==> config.mk <==
export PLATFORM = sky130hd
export DESIGN_NAME = mem_access_stage
export DESIGN_NICKNAME = d
export VERILOG_FILES = /design/src/rtl/mem_access_stage.sv
export SDC_FILE = /design/constraint.sdc
export NUM_CORES = 1
export LEC_CHECK = 0
export ABC_AREA = 1
export BUFFER_PORTS_ARGS = -buffer_cell sky130_fd_sc_hd__clkbuf_2
export CORE_MARGIN = 2
export CORE_UTILIZATION = 40
export CTS_CLUSTER_SIZE = 14
export DETAILED_ROUTE_END_ITERATION = 7
export PLACE_DENSITY = 0.75
export SLEW_MARGIN = 10
export SYNTH_ARGS = -nofsm -noshare
export SYNTH_HDL_FRONTEND = slang
export SYNTH_SLANG_ARGS = --single-unit
==> constraint.sdc <==
create_clock -name clk -period 1.3 [get_ports clk]
set_input_delay 0.325 -clock clk [delete_from_list [all_inputs] [get_ports clk]]
set_output_delay 0.325 -clock clk [all_outputs]
set_load 0.02 [all_outputs]
==> src/rtl/mem_access_stage.sv <==
// mem_access_stage
//   Memory stage between AGEX and WB. Accepts one instruction at a time from
//   AGEX, performs data-memory loads/stores over a variable-latency req/ack
//   port, and produces the per-cycle MEM latch consumed by WB. Load data is
//   lane-aligned and sign/zero-extended into wb_regval. AGEX is stalled
//   (agex_ready=0) while an access is outstanding; WB never back-pressures.
//
// Optional feature macro: MEM_ALIGN_CHECK_EN
//   Defined: misaligned LH/LHU/SH/LW/SW do not access memory. They retire
//     immediately with wb_misalign=1 and wb_regval=0.
//   Undefined: no check; low address bits are used only for lane selection
//     and wb_misalign is tied 0.
//
// Ports
//   clk, reset          clock (rising edge), asynchronous active-low reset
//   agex_*              instruction from AGEX, valid/ready handshake
//   dmem_*              data-memory request port (req held until ack)
//   wb_*                MEM latch fields to WB, wb_misalign flag
module mem_access_stage #(
  parameter int DBITS    = 32,
  parameter int INSTBITS = 32,
  parameter int TYPEBITS = 3
) (
  input  logic                clk,
  input  logic                reset,
  // AGEX side
  input  logic                agex_valid,
  output logic                agex_ready,
  input  logic [3:0]          agex_mem_op,
  input  logic [DBITS-1:0]    agex_addr,
  input  logic [DBITS-1:0]    agex_wdata,
  input  logic [DBITS-1:0]    agex_alu,
  input  logic [INSTBITS-1:0] agex_inst,
  input  logic [DBITS-1:0]    agex_pc,
  input  logic [DBITS-1:0]    agex_inst_count,
  input  logic [TYPEBITS-1:0] agex_type,
  // Data memory
  output logic                dmem_req,
  output logic                dmem_we,
  output logic [DBITS-1:0]    dmem_addr,
  output logic [DBITS-1:0]    dmem_wdata,
  output logic [3:0]          dmem_be,
  input  logic                dmem_ack,
  input  logic [DBITS-1:0]    dmem_rdata,
  // MEM latch to WB
  output logic                wb_valid,
  output logic [INSTBITS-1:0] wb_inst,
  output logic [DBITS-1:0]    wb_pc,
  output logic [TYPEBITS-1:0] wb_type,
  output logic [DBITS-1:0]    wb_inst_count,
  output logic [DBITS-1:0]    wb_regval,
  output logic                wb_misalign
);

  typedef enum logic [3:0] {
    OP_NONE = 4'd0,
    OP_LB   = 4'd1,
    OP_LH   = 4'd2,
    OP_LW   = 4'd3,
    OP_LBU  = 4'd4,
    OP_LHU  = 4'd5,
    OP_SB   = 4'd6,
    OP_SH   = 4'd7,
    OP_SW   = 4'd8
  } mem_op_e;

  typedef enum logic {IDLE, BUSY} state_e;

  state_e state, state_nxt;

  // Pending access context, held while BUSY and used at completion.
  mem_op_e             pend_op;
  logic [1:0]          pend_lane;
  logic [INSTBITS-1:0] pend_inst;
  logic [DBITS-1:0]    pend_pc;
  logic [DBITS-1:0]    pend_inst_count;
  logic [TYPEBITS-1:0] pend_type;

  logic             transfer;
  logic             is_mem;
  logic             is_store;
  logic             misalign;
  logic             start_mem;
  logic             retire_direct;
  logic             complete;
  logic [3:0]       be_c;
  logic [DBITS-1:0] wdata_c;
  logic [DBITS-1:0] load_val;
  logic [7:0]       byte_sel;
  logic [15:0]      half_sel;

  // agex_ready depends only on reset and registered state, never on dmem_ack.
  assign agex_ready = reset & (state == IDLE);
  assign dmem_req   = (state == BUSY);
  assign transfer   = agex_valid & agex_ready;
  assign complete   = (state == BUSY) & dmem_ack;

  // Opcode decode; 9-15 fall into the defaults and behave as NONE.
  always_comb begin
    // NOTE: every always_comb output gets a default first so no path leaves it
    // unassigned, which would otherwise infer a latch.
    is_mem   = 1'b0;
    is_store = 1'b0;
    be_c     = 4'b1111;
    wdata_c  = agex_wdata;
    case (agex_mem_op)
      OP_LB, OP_LBU: begin
        is_mem = 1'b1;
        be_c   = 4'b0001 << agex_addr[1:0];
      end
      OP_LH, OP_LHU: begin
        is_mem = 1'b1;
        be_c   = agex_addr[1] ? 4'b1100 : 4'b0011;
      end
      OP_LW: is_mem = 1'b1;
      OP_SB: begin
        is_mem   = 1'b1;
        is_store = 1'b1;
        be_c     = 4'b0001 << agex_addr[1:0];
        wdata_c  = {(DBITS/8){agex_wdata[7:0]}};
      end
      OP_SH: begin
        is_mem   = 1'b1;
        is_store = 1'b1;
        be_c     = agex_addr[1] ? 4'b1100 : 4'b0011;
        wdata_c  = {(DBITS/16){agex_wdata[15:0]}};
      end
      OP_SW: begin
        is_mem   = 1'b1;
        is_store = 1'b1;
      end
      default: ;
    endcase
  end

`ifdef MEM_ALIGN_CHECK_EN
  always_comb begin
    misalign = 1'b0;
    case (agex_mem_op)
      OP_LH, OP_LHU, OP_SH: misalign = agex_addr[0];
      OP_LW, OP_SW:         misalign = |agex_addr[1:0];
      default: ;
    endcase
  end
`else
  assign misalign = 1'b0;
`endif

  // Misaligned accesses retire straight from IDLE like a NONE op.
  assign start_mem     = transfer & is_mem & ~misalign;
  assign retire_direct = transfer & (~is_mem | misalign);

  always_comb begin
    state_nxt = state;
    case (state)
      IDLE: if (start_mem) state_nxt = BUSY;
      BUSY: if (dmem_ack)  state_nxt = IDLE;
      default: state_nxt = IDLE;
    endcase
  end

  // NOTE: sequential state uses non-blocking assignments so every register
  // samples pre-edge values regardless of block ordering.
  always_ff @(posedge clk or negedge reset) begin
    if (!reset) state <= IDLE;
    else        state <= state_nxt;
  end

  // Request registers: loaded once at transfer, so they stay stable for the
  // whole time dmem_req is high.
  always_ff @(posedge clk or negedge reset) begin
    if (!reset) begin
      dmem_we         <= 1'b0;
      dmem_addr       <= '0;
      dmem_wdata      <= '0;
      dmem_be         <= 4'b0000;
      pend_op         <= OP_NONE;
      pend_lane       <= 2'b00;
      pend_inst       <= '0;
      pend_pc         <= '0;
      pend_inst_count <= '0;
      pend_type       <= '0;
    end else if (start_mem) begin
      dmem_we         <= is_store;
      dmem_addr       <= {agex_addr[DBITS-1:2], 2'b00};
      dmem_wdata      <= wdata_c;
      dmem_be         <= be_c;
      pend_op         <= mem_op_e'(agex_mem_op);
      pend_lane       <= agex_addr[1:0];
      pend_inst       <= agex_inst;
      pend_pc         <= agex_pc;
      pend_inst_count <= agex_inst_count;
      pend_type       <= agex_type;
    end
  end

  // Load alignment and extension; stores and NONE produce 0.
  assign byte_sel = dmem_rdata[{pend_lane, 3'b000} +: 8];
  assign half_sel = pend_lane[1] ? dmem_rdata[31:16] : dmem_rdata[15:0];

  always_comb begin
    load_val = '0;
    case (pend_op)
      OP_LB:  load_val = {{(DBITS-8){byte_sel[7]}}, byte_sel};
      OP_LBU: load_val = {{(DBITS-8){1'b0}}, byte_sel};
      OP_LH:  load_val = {{(DBITS-16){half_sel[15]}}, half_sel};
      OP_LHU: load_val = {{(DBITS-16){1'b0}}, half_sel};
      OP_LW:  load_val = dmem_rdata;
      default: ;
    endcase
  end

  // MEM latch: wb_valid is a one-cycle pulse per retirement; data fields
  // hold their last value across bubbles.
  always_ff @(posedge clk or negedge reset) begin
    if (!reset) begin
      wb_valid      <= 1'b0;
      wb_inst       <= '0;
      wb_pc         <= '0;
      wb_type       <= '0;
      wb_inst_count <= '0;
      wb_regval     <= '0;
    end else begin
      wb_valid <= 1'b0;
      if (retire_direct) begin
        wb_valid      <= 1'b1;
        wb_inst       <= agex_inst;
        wb_pc         <= agex_pc;
        wb_type       <= agex_type;
        wb_inst_count <= agex_inst_count;
        wb_regval     <= misalign ? '0 : agex_alu;
      end else if (complete) begin
        wb_valid      <= 1'b1;
        wb_inst       <= pend_inst;
        wb_pc         <= pend_pc;
        wb_type       <= pend_type;
        wb_inst_count <= pend_inst_count;
        wb_regval     <= load_val;
      end
    end
  end

`ifdef MEM_ALIGN_CHECK_EN
  always_ff @(posedge clk or negedge reset) begin
    if (!reset)              wb_misalign <= 1'b0;
    else if (retire_direct)  wb_misalign <= misalign;
    else if (complete)       wb_misalign <= 1'b0;
  end
`else
  assign wb_misalign = 1'b0;
`endif

endmodule

==> run_results.csv <==
group,metric,value,unit
power_and_ir_drop,p_per_area,1631,nW/µm²
drt,drt_iter0_drc,769,
drt,wl_per_cell,18.31,µm
clock_tree,cts_made_buffers,34,
synthesis,ys_seq_area_share,55.11,%
synthesis,synth-compound-area-share,4.273,%
clock_tree,clk_latency,0.51,ns
sta,whs,-0.06374,ns
floorplan,initial_utilization,40.39,%
setup_path,reg2reg_setup_slack,-0.33,ns
global_routing,grt_max_degree,144,
status,status,"complete, but fails checks",
synthesis,synth_warnings,0,
synthesis,netlist_area,13850,µm²
synthesis,synth_top_area_cell,"dfrtp_1",
flow_run,cap_violations,0,
finish,nets,2521,
sta,relSlewSlack,43.05,%
setup_path,cp-end-kind,"register",
power_and_ir_drop,leakage,11.03,nW
clock_tree,cts_tree,"done",
drt,vias,14100,
setup_path,r2r_end,"wb_inst[8]",
status,violations,"negative hold slack, negative setup slack",
drt,routed_via_density,5.088,
finish,drive_gt1_share,32.42,%
sta,hold_viol,35,
clock_tree,root_buffer,"clkbuf_16",
synthesis,netlist.area_leader.share,55.11,%
synthesis,netlist_instances,1778,
synthesis,synth_fa_ha_area_share,0,%
clock_tree,path_clk_slew,0.06,ns
setup_path,startpoint_type,"register",
global_routing,first_global_vias,13780,
sta,finalSetupViolCount,522,
sta,grt_setup_unrepaired,"true",
synthesis,synthTopCellsByArea,"dfrtp_1, nand2_1, nand3_1",
floorplan,num_rows,68,
finish,area_growth,45.53,%
floorplan,num_io_pins,439,
power_and_ir_drop,power,32.87,mW
synthesis,synth_cell_type_count,22,
setup_path,crit_fanout,9,
clock_tree,cts_sinks,305,
sta,final_max_slew_viol_count,0,
drt,drc,0,
synthesis,synth_top_family_by_area,"simple AND/OR/NAND/NOR gates",
clock_tree,cts-htree-levels,2,
finish,final_core_util,58.78,%
synthesis,syn_area_per_cell,7.789,µm²
drt,ant_nets,0,
setup_path,arrival,2.00,ns
global_routing,gr-total-overflow,0,
setup_path,critPathKind,"register to register",
global_routing,track_usage,25.78,%
setup_path,reg2reg_depth,9,
placement,dp_cells,2649,
setup_path,cp_data_required_time,1.68,ns
synthesis,yosys.area_share.simple,34.34,%
setup_path,r2r-start,"dmem_req",
synthesis,ys_seq_elements,305,
placement,io_buffer_count,435,
sta,fin_crit_sh,125.0,%
global_routing,grt_first_pass_wirelength,73570,µm
floorplan,die_y,190.1,µm
global_routing,antenna_found_initial,8,
power_and_ir_drop,peakVddDrop,1160,µV
drt,drt_pre_antenna_iters,5,
clock_tree,clk_path_buf_depth,3,
placement,place.gp.congestion,0.8582,
drt,routed_wl,50740,µm
synthesis,synth_xor_area_share,0,%
finish,final_cells,2771,
sta,timing.fmax,0.6154,GHz
floorplan,core,34290,µm²
floorplan,dieArea,36130,µm²
sta,tightestPinTransition,0.8543,ns
sta,setup_ws,-0.3250,ns
placement,post-dp-hpwl,32100,µm
sta,period_needed,1.625,ns
hold_path,hp-class,"primary input to asynchronous set/reset pin",
sta,clock_skew,0.01324,ns
floorplan,die_w,190.1,µm
synthesis,muxShareOfSynthArea,0,%
-- how the worst max path moves through the flow --
stage                     endpoint      startpoint  slack [ns]  cells past startpoint
floorplan           dmem_wdata[19]        dmem_req       -0.12                      9
global placement         wb_pc[22]  agex_mem_op[1]       -0.40                      8
detailed placement        wb_pc[6]  agex_mem_op[1]       -0.44                      8
CTS                       dmem_req        dmem_req       -0.25                      2
global route            wb_inst[8]        dmem_req       -0.34                      9
finish                  wb_inst[8]        dmem_req       -0.33                      9
-- Yosys cell counts (all sizes together) --
cell    instances
dfrtp         305
conb            1
a21oi           3
nand3         266
o211ai         42
nand4           1
buf            64
nand2         843
o21bai          1
inv            99
nor3            1
clkbuf         47
and2           15
nor2           40
o21ai          50
-- layer usage --
metal  part of all wire [%]  wire length [µm]  GRT usage, %
met3                    7.2              3678         4.962
met5                  0.026                13             0
met4                    4.4              2227         9.928
met1                     39             19950         32.63
met2                     49             24880         43.71
-- area by class of cell --
cell class / instances / area [µm²]
inverters: 99 / 386.6
flip-flops and latches: 305 / 7635
multi-input cells: 1266 / 5893
repair buffers: 580 / 4556
clock buffers: 51 / 1059
diodes: 9 / 22.52
well taps: 455 / 569.3
clock inverters: 6 / 35.03
fillers: 2911 / 14130
-- critical path, cell delays in order (launching register included) --
cell and delay, ns:
dfrtp_2 0.42, nor2_4 0.14, nand2_4 0.09, inv_4 0.07
buf_6 0.14, nand2_8 0.12, buf_12 0.19, clkbuf_16 0.16
nand3_1 0.08, nand3_1 0.08
-- cell families (layout without fill, tap and decap cells) --
logic type,Yosys count,in the layout
and+or+nand+nor,1166,1167
DFF,305,305
buffers and inverters,210,736
AOI/OAI and AO/OA,96,96
other,1,12
-- layout by cell type (no fill, tap or decap), types with 10 or more instances in the layout --
cell and n:
nand2_2 46, o21ai_0 15, dfrtp_1 303, buf_12 37
nor2_1 33, buf_4 46, nand2_4 10, clkbuf_16 52
nand2_1 787, clkbuf_2 432, o21ai_1 27, nand3_2 33
nand3_1 226, buf_16 19, and2_1 15, inv_1 92
buf_6 16, o211ai_1 42
-- power by group --
group,internal [mW],switching (mW)
clock network,5.61,3.79
registers,11.9,1.47
logic,3.87,6.25
-- state kept, by name, indices dropped and copies added (netlist names), 4 cells and up --
register	count
dmem_wdata	32
pend_inst	32
pend_inst_count	32
pend_pc	32
wb_inst	32
wb_inst_count	32
wb_pc	32
wb_regval	32
dmem_addr	30
dmem_be	4
pend_op	4
-- timing repair --
item / 4_1_cts / 5_1_grt
endpoints found under the setup margin: 505 / 506
pin swaps: 2 / 14
resized for setup: 73 / 128
buffers inserted: 10 / 9
hold endpoints to repair: 53 / 16
cloned: 14 / 17
hold buffers: 5 / 1
-- stage by stage --
stage	setup WS, ns	instance area (µm²)	TNS [ns]
detailed placement	-0.4423	17270	-103.74
global route	-0.3396	20150	-103.21
finish	-0.3250	20160	-77.74
floorplan	-0.1231	14090	-29.72
global placement	-0.3975	17270	-95.63
CTS	-0.2465	19110	-70.17
Power figures use the tool's default switching activity.
